### config.mk
export PLATFORM = sky130hd
export DESIGN_NAME = fp16_align_add
export DESIGN_NICKNAME = d
export VERILOG_FILES = /design/src/rtl/fp16_align_add.sv
export SDC_FILE = /design/constraint.sdc
export NUM_CORES = 1
export LEC_CHECK = 0
export CORE_MARGIN = 5
export CORE_UTILIZATION = 50
export DETAILED_ROUTE_END_ITERATION = 16
export PLACE_DENSITY_LB_ADDON = 0.2
export SETUP_SLACK_MARGIN = 0.05
export SYNTH_ARGS = -nofsm -noshare
export SYNTH_HDL_FRONTEND = slang
export SYNTH_SLANG_ARGS = --single-unit
### constraint.sdc
create_clock -name CLK -period 5.8 [get_ports CLK]
set_input_delay 1.16 -clock CLK [delete_from_list [all_inputs] [get_ports CLK]]
set_output_delay 1.16 -clock CLK [all_outputs]
set_load 0.01 [all_outputs]
### src/rtl/fp16_align_add.sv
// FP16 add/subtract front end: unpacks two binary16 operands, aligns the smaller
// mantissa one bit per cycle, and adds/subtracts into the normalizer's input form.
module fp16_align_add (
  input  logic        CLK,
  input  logic        RST_N,
  input  logic        IN_VALID,
  output logic        IN_READY,
  input  logic [15:0] IN_A,
  input  logic [15:0] IN_B,
  input  logic        IN_SUB,
  output logic        OUT_VALID,
  input  logic        OUT_READY,
  output logic        OUT_SIGN,
  output logic [4:0]  OUT_EXP,
  output logic [11:0] OUT_MANT,
  output logic [1:0]  OUT_EXC,
  output logic [1:0]  DBG_STATE
);

  // Handshake: an operand pair transfers on a rising edge where IN_VALID and
  // IN_READY are both high; a result transfers on a rising edge where OUT_VALID
  // and OUT_READY are both high. Neither valid depends combinationally on ready.

  localparam logic [1:0] ST_IDLE  = 2'd0;
  localparam logic [1:0] ST_ALIGN = 2'd1;
  localparam logic [1:0] ST_DONE  = 2'd2;

  localparam logic [1:0] EXC_FINITE = 2'b00;
  localparam logic [1:0] EXC_INF    = 2'b01;
  localparam logic [1:0] EXC_NAN    = 2'b10;

  logic [1:0]  state;
  logic [3:0]  cnt;
  logic [10:0] big_mant_q;
  logic [10:0] small_mant_q;
  logic [4:0]  big_exp_q;
  logic        big_sign_q;
  logic        eff_sub_q;
  logic        zero_sign_q;
  logic [1:0]  exc_q;
  logic        exc_sign_q;

  // Operand unpacking
  logic        sign_a;
  logic        sign_b_eff;
  logic [4:0]  exp_a;
  logic [4:0]  exp_b;
  logic [9:0]  frac_a;
  logic [9:0]  frac_b;
  logic [4:0]  eexp_a;
  logic [4:0]  eexp_b;
  logic [10:0] mant_a;
  logic [10:0] mant_b;

  assign sign_a     = IN_A[15];
  assign sign_b_eff = IN_B[15] ^ IN_SUB;
  assign exp_a      = IN_A[14:10];
  assign exp_b      = IN_B[14:10];
  assign frac_a     = IN_A[9:0];
  assign frac_b     = IN_B[9:0];
  assign eexp_a     = (exp_a == 5'd0) ? 5'd1 : exp_a;
  assign eexp_b     = (exp_b == 5'd0) ? 5'd1 : exp_b;
  assign mant_a     = {(exp_a != 5'd0), frac_a};
  assign mant_b     = {(exp_b != 5'd0), frac_b};

  // Swap so "big" holds the larger {exp, frac}; a tie keeps A as big.
  logic        a_big;
  logic [10:0] big_mant_in;
  logic [10:0] small_mant_in;
  logic [4:0]  big_eexp_in;
  logic [4:0]  small_eexp_in;
  logic        big_sign_in;
  logic [4:0]  exp_diff;
  logic [3:0]  shift_cnt;

  assign a_big         = (IN_A[14:0] >= IN_B[14:0]);
  assign big_mant_in   = a_big ? mant_a : mant_b;
  assign small_mant_in = a_big ? mant_b : mant_a;
  assign big_eexp_in   = a_big ? eexp_a : eexp_b;
  assign small_eexp_in = a_big ? eexp_b : eexp_a;
  assign big_sign_in   = a_big ? sign_a : sign_b_eff;
  assign exp_diff      = big_eexp_in - small_eexp_in;
  assign shift_cnt     = (exp_diff > 5'd11) ? 4'd11 : exp_diff[3:0];

  // Special-value classification
  logic eff_sub_in;
  logic nan_a;
  logic nan_b;
  logic inf_a;
  logic inf_b;
  logic [1:0] exc_in;
  logic       exc_sign_in;

  assign eff_sub_in = sign_a ^ sign_b_eff;
  assign nan_a      = (exp_a == 5'd31) && (frac_a != 10'd0);
  assign nan_b      = (exp_b == 5'd31) && (frac_b != 10'd0);
  assign inf_a      = (exp_a == 5'd31) && (frac_a == 10'd0);
  assign inf_b      = (exp_b == 5'd31) && (frac_b == 10'd0);

  always_comb begin
    exc_in      = EXC_FINITE;
    exc_sign_in = 1'b0;
    if (nan_a || nan_b || (inf_a && inf_b && eff_sub_in)) begin
      exc_in      = EXC_NAN;
      exc_sign_in = 1'b0;
    end else if (inf_a) begin
      exc_in      = EXC_INF;
      exc_sign_in = sign_a;
    end else if (inf_b) begin
      exc_in      = EXC_INF;
      exc_sign_in = sign_b_eff;
    end
  end

  // Result arithmetic on the aligned registers; the swap keeps it non-negative.
  logic [11:0] sum;

  always_comb begin
    if (eff_sub_q) begin
      sum = {1'b0, big_mant_q} - {1'b0, small_mant_q};
    end else begin
      sum = {1'b0, big_mant_q} + {1'b0, small_mant_q};
    end
  end

  always_ff @(posedge CLK or negedge RST_N) begin
    if (!RST_N) begin
      state        <= ST_IDLE;
      cnt          <= 4'd0;
      big_mant_q   <= 11'd0;
      small_mant_q <= 11'd0;
      big_exp_q    <= 5'd0;
      big_sign_q   <= 1'b0;
      eff_sub_q    <= 1'b0;
      zero_sign_q  <= 1'b0;
      exc_q        <= EXC_FINITE;
      exc_sign_q   <= 1'b0;
      OUT_SIGN     <= 1'b0;
      OUT_EXP      <= 5'd0;
      OUT_MANT     <= 12'd0;
      OUT_EXC      <= EXC_FINITE;
    end else begin
      case (state)
        ST_IDLE: begin
          if (IN_VALID) begin
            big_mant_q   <= big_mant_in;
            small_mant_q <= small_mant_in;
            big_exp_q    <= big_eexp_in;
            big_sign_q   <= big_sign_in;
            eff_sub_q    <= eff_sub_in;
            zero_sign_q  <= sign_a & sign_b_eff;
            exc_q        <= exc_in;
            exc_sign_q   <= exc_sign_in;
            cnt          <= (exc_in != EXC_FINITE) ? 4'd0 : shift_cnt;
            state        <= ST_ALIGN;
          end
        end
        ST_ALIGN: begin
          if (cnt != 4'd0) begin
            // Truncating shift: bits falling off the bottom are discarded.
            small_mant_q <= {1'b0, small_mant_q[10:1]};
            cnt          <= cnt - 4'd1;
          end else begin
            if (exc_q != EXC_FINITE) begin
              OUT_SIGN <= exc_sign_q;
              OUT_EXP  <= 5'd31;
              OUT_MANT <= 12'd0;
              OUT_EXC  <= exc_q;
            end else if (sum == 12'd0) begin
              OUT_SIGN <= zero_sign_q;
              OUT_EXP  <= 5'd0;
              OUT_MANT <= 12'd0;
              OUT_EXC  <= EXC_FINITE;
            end else begin
              OUT_SIGN <= big_sign_q;
              OUT_EXP  <= big_exp_q;
              OUT_MANT <= sum;
              OUT_EXC  <= EXC_FINITE;
            end
            state <= ST_DONE;
          end
        end
        ST_DONE: begin
          if (OUT_READY) begin
            state <= ST_IDLE;
          end
        end
        default: begin
          state <= ST_IDLE;
        end
      endcase
    end
  end

  assign IN_READY  = (state == ST_IDLE);
  assign OUT_VALID = (state == ST_DONE);
  assign DBG_STATE = state;

endmodule
Word level (Yosys, flattened, before mapping). Index checks and enable logic that the tools add are counted.

$lt $le $gt $ge: 2. Reduce and logical (&&, ||, !) cells: 26. $add $sub $neg: 4. Multiplexer cells: 33. Bitwise gates (word level): 4. Equality and inequality tests: 8.

Operators by type and width (number): $mux W11 (4); $mux W12 (3); $mux W5 (6); $pmux W11 S2 (1); $logic_not A10 Y1 (2); $reduce_bool A10 Y1 (2); $mux W4 (4); $ge A15 B15 Y1 (1); $add A11 B11 Y12 (1); $logic_not A12 Y1 (1); $sub A11 B11 Y12 (1); $eq A5 B5 Y1 const B (2); $logic_not A5 Y1 (2); $mux W2 (5); $reduce_bool A5 Y1 (2); $mux W1 (8); $pmux W4 S2 (1); $logic_and A1 B1 Y1 (6); $ne A2 B2 Y1 const B (3); $pmux W2 S3 (1); $reduce_and A3 Y1 (2); $reduce_bool A2 Y1 (3); $gt A5 B4 Y1 const B (1); $sub A5 B5 Y5 (1); other kinds (11) (14).

Flip-flop bits (word level): 59. Output and inout bits: 24. Input bits: 37.

Depth between registers and ports, before layout.
Depth after elaboration: 10. Gate-level depth with buffers: 22.

Worst setup path after synthesis. OpenSTA, ideal clock, no wires.

Path kind: in2reg. From: input IN_A[0]. To: register cnt[1]. Library setup time: 0.138 ns. Data required time: 5.662 ns. Buffers on the path: 2. Slack: 0.802 ns. Data arrival time: 4.860 ns. Cell stages on the path: 22. Cell sequence: inv_1 ha_1 nand2b_1 a21o_1 a21o_1 a21o_1 a211o_1 a31o_2 clkbuf_1 nand2_1 clkbuf_1 mux2i_1 ha_1 inv_1 fa_1 a21o_1 a21oi_1 xnor2_1 a21oi_1 nor2b_1 o221ai_1 a21boi_0.

Longest elaborated chain between the ends: 10.

RTL lines: start: declaration (line 8) `input logic [15:0] IN_A,`; branches (longest 7 deep; another with $ge A15 B15 Y1); $mux W4 * (line 154) `cnt <= (exc_in != EXC_FINITE) ? 4'd0 : shift_cnt;`; $mux W4 * (line 145) `if (IN_VALID) begin`; $pmux W4 S2 * (line 143) `case (state)`; end signal: assignment (line 154); end signal: assignment (line 162) `cnt <= cnt - 4'd1;`; end: declaration (line 33) `logic [3:0] cnt;`.

Every way passes the cells marked *. The select of a mux whose other input is x is not followed. A chain may end at the register's enable or synchronous reset.

Worst setup path in the final report.
From: input IN_B[13]. To: register cnt[1].

Longest elaborated chain between the ends: 10.

RTL lines: start: declaration (line 9) `input logic [15:0] IN_B,`; branches (longest 7 deep; another with $ge A15 B15 Y1); $mux W4 * (line 154); $mux W4 * (line 145); $pmux W4 S2 * (line 143).

Marked as above.

==> results.sh <==
export IMPL_setup_violations=0
export IMPL_cp_end_kind="flop"
export IMPL_postCtsSetupBuffers=0
export IMPL_ys_seq_elements=59
export IMPL_ys_types=55
export IMPL_use_met2_pct=34.8
export IMPL_outcome="finished clean"
export IMPL_maxCapViolations=0
export IMPL_internal_power_mw=1.58
export IMPL_synthTopCellsByCount="59 x dfrtp_1, 48 x nand2_1, 38 x a21oi_1"
export IMPL_grt_use_total_pct=23.2
export IMPL_seqPwrFrac_pct=25.3
export IMPL_core_region_area_sq_um=8260
export IMPL_die_w_microns=102
export IMPL_routed_wirelength_microns=11200
export IMPL_fmax_mhz=201
export IMPL_power_density_nw_per_um2=564
export IMPL_cts_made_buffers=9
export IMPL_synth_area_top_cells="dfrtp_1 35%, ha_1 9.7%, a21oi_1 4.5%"
export IMPL_clk_pin_slew_worst_paths_ns=0.07
export IMPL_totalPowerFinal_mw=2.90
export IMPL_grt_ovfl_total=0
export IMPL_ant_nets=0
export IMPL_detail_route_iter0_violations=245
export IMPL_pwr_share_comb_pct=63.3
export IMPL_dpl_cell_count=654
export IMPL_slew_violations=0
export IMPL_fin_nets=632
export IMPL_p_leak_nw=2.29
export IMPL_num_vias=4071
export IMPL_final_instance_count_excl_fill=670
export IMPL_design_area_sq_um=5130
export IMPL_detailedPlacementHpwl_microns=8530
export IMPL_arrival_ns=5.20
export IMPL_io_buffers=60
export IMPL_ys_flop_type="dfrtp_1"
export IMPL_min_period_over_period_pct=85.8
export IMPL_clock_path_buffers=2
export IMPL_cts_hold_buf=0
export IMPL_grt_max_degree=60
export IMPL_power_switching_mw=1.32
export IMPL_cts_root_buffer="clkbuf_8"
export IMPL_grt_pass1_vias=3971
export IMPL_drc=0
export IMPL_ctsResizeCount=0
export IMPL_synth_yosys_warnings=0
export IMPL_crit_type="in -> reg"
export IMPL_clkPwrFrac_pct=11.4
export IMPL_hold_class="reg -> reg"
export IMPL_grt_busiest_layer="met2"
export IMPL_grt_pass1_wl_microns=19200
export IMPL_rows=33
export IMPL_async_reset_ff_share_pct=100
export IMPL_yosysMostFrequentCell="dfrtp_1"
export IMPL_skew_ns=0.0111
export IMPL_layout_drive_gt1_share_pct=6.73
export IMPL_avgSynthCellArea_sq_um=8.43
export IMPL_finalWorstSetupSlack_ns=0.823
export IMPL_ios=61
export IMPL_dieHeight_microns=102
export IMPL_area_growth_pct=20.2
export IMPL_hold_viol=0
export IMPL_vias_per_cell=6.08
export IMPL_met1_usage_pct=34.2
export IMPL_firstDrtPassIters=5
export IMPL_clk_latency_ns=0.35
export IMPL_path_max_fanout=4
export IMPL_grt_util_met3_pct=3.14
export IMPL_grt_antenna_before_repair=0
export IMPL_worst_pin_slew_ns=1.07
export IMPL_synth_cells=507
export IMPL_synth_edf_count=0
export IMPL_ys_seq_area_share_pct=34.6
export IMPL_place_ws_ns=0.493
export IMPL_setup_tns_ns=0
export IMPL_place_gp_congestion=0.937
export IMPL_dieArea_sq_um=10500
export IMPL_rsz0062_at_grt="false"
export IMPL_netSwitchingFraction_pct=45.6
export IMPL_synth_top_area_share_pct=34.6
export IMPL_yosysTopAreaCell="dfrtp_1"
export IMPL_antenna_cells=0
export IMPL_cp_required_ns=6.02
export IMPL_syn_area_sq_um=4270
export IMPL_syn_nets=579
export IMPL_min_period_ns=4.98
export IMPL_r2r_setup_slack_ns=1.58
export IMPL_wire_per_inst_microns=16.7
export IMPL_start_util_pct=51.7
export IMPL_place_area_sq_um=4960
export IMPL_cts_sinks=59
export IMPL_cts_max_level=3
export IMPL_cts_tree="yes"
export IMPL_peakVddDrop_mv=0.217
export IMPL_startpoint_type="primary input"
export IMPL_max_slew_margin_pct=28.8
==> power groups by stage <==
stage	logic (mW)	clock network, mW	registers, mW
global route	2.08	0.358	0.756
floorplan	1.34	0	0.715
detailed placement	1.81	0	0.738
global placement	1.77	0	0.729
finish	1.83	0.331	0.732
CTS	1.82	0.337	0.731
==> cell usage in the layout (no fill, tap or decap), types with 16 or more instances in the layout <==
master / count
dfrtp_1: 59
ha_1: 33
nor2_1: 35
inv_1: 31
clkdlybuf4s50_1: 59
and3_1: 22
a21oi_1: 38
o21ai_0: 31
nand2_1: 48
nand3_1: 20
nor3_1: 16
==> critical path, cell delays in order <==
cell and delay (ns):
clkdlybuf4s50_1 0.48, inv_1 0.09, ha_1 0.32, a211o_1 0.31, a2111oi_0 0.41, o21ai_0 0.20, a31o_2 0.26, nand2_1 0.09
mux2i_1 0.21, ha_1 0.16, inv_1 0.06, fa_1 0.41, a21o_1 0.18, a21oi_1 0.17, xnor2_1 0.11, a21oi_1 0.15
nor2b_1 0.18, o221ai_1 0.11, a21boi_0 0.14
==> logic make-up after synthesis <==
group,synth area share (%)
AOI/OAI and AO/OA,23.3
xor gates and xnor gates,4.10
adders and majority gates,10.6
buffers and inverters,5.21
DFF,34.6
muxes,1.76
and+or+nand+nor,20.5
==> cell type report <==
class                   instances  area [sq um]
fillers                       760          3120
multi-input cells             389          2570
flip-flops and latches         59          1480
repair buffers                 69           663
well taps                     105           131
clock buffers                  10           128
inverters                      32           120
clock inverters                 6          42.5
==> routing by layer <==
layer	vias to the layer above	wire [microns]	share of wire, %
met5	-	0	0
met4	0	197	1.8
met3	20	800	7.1
met2	176	4940	44
met1	1907	5270	47
li1	1968	-	-
==> state kept, by name (all words and copies together) (netlist names), 2 cells and up <==
| name | count |
|---|---|
| OUT_EXP | 5 |
| exc_q | 2 |
| OUT_EXC | 2 |
| DBG_STATE | 2 |
| OUT_MANT | 12 |
| big_exp_q | 5 |
| big_mant_q | 11 |
| small_mant_q | 11 |
| cnt | 4 |
==> through the flow <==
stage	hold WS, ns	util (%)
floorplan	0.445	-
global placement	0.460	60.1
detailed placement	0.471	60.1
CTS	0.486	62.2
global route	0.501	62.2
finish	0.478	62.2
==> path summary, 6_finish.rpt <==
| check | start | endpoint | cells past startpoint |
|---|---|---|---|
| max in group asynchronous | RST_N | big_mant_q[9] | 2 |
| hold reg to reg | OUT_MANT[6] | OUT_MANT[6] | 2 |
| setup reg to reg | small_mant_q[2] | OUT_MANT[5] | 13 |
| hold / removal | OUT_MANT[6] | OUT_MANT[6] | 2 |
| setup / recovery | IN_B[13] | cnt[1] | 19 |
| min in group asynchronous | RST_N | OUT_MANT[2] | 2 |
No activity file was read; power rests on OpenSTA's default activity.
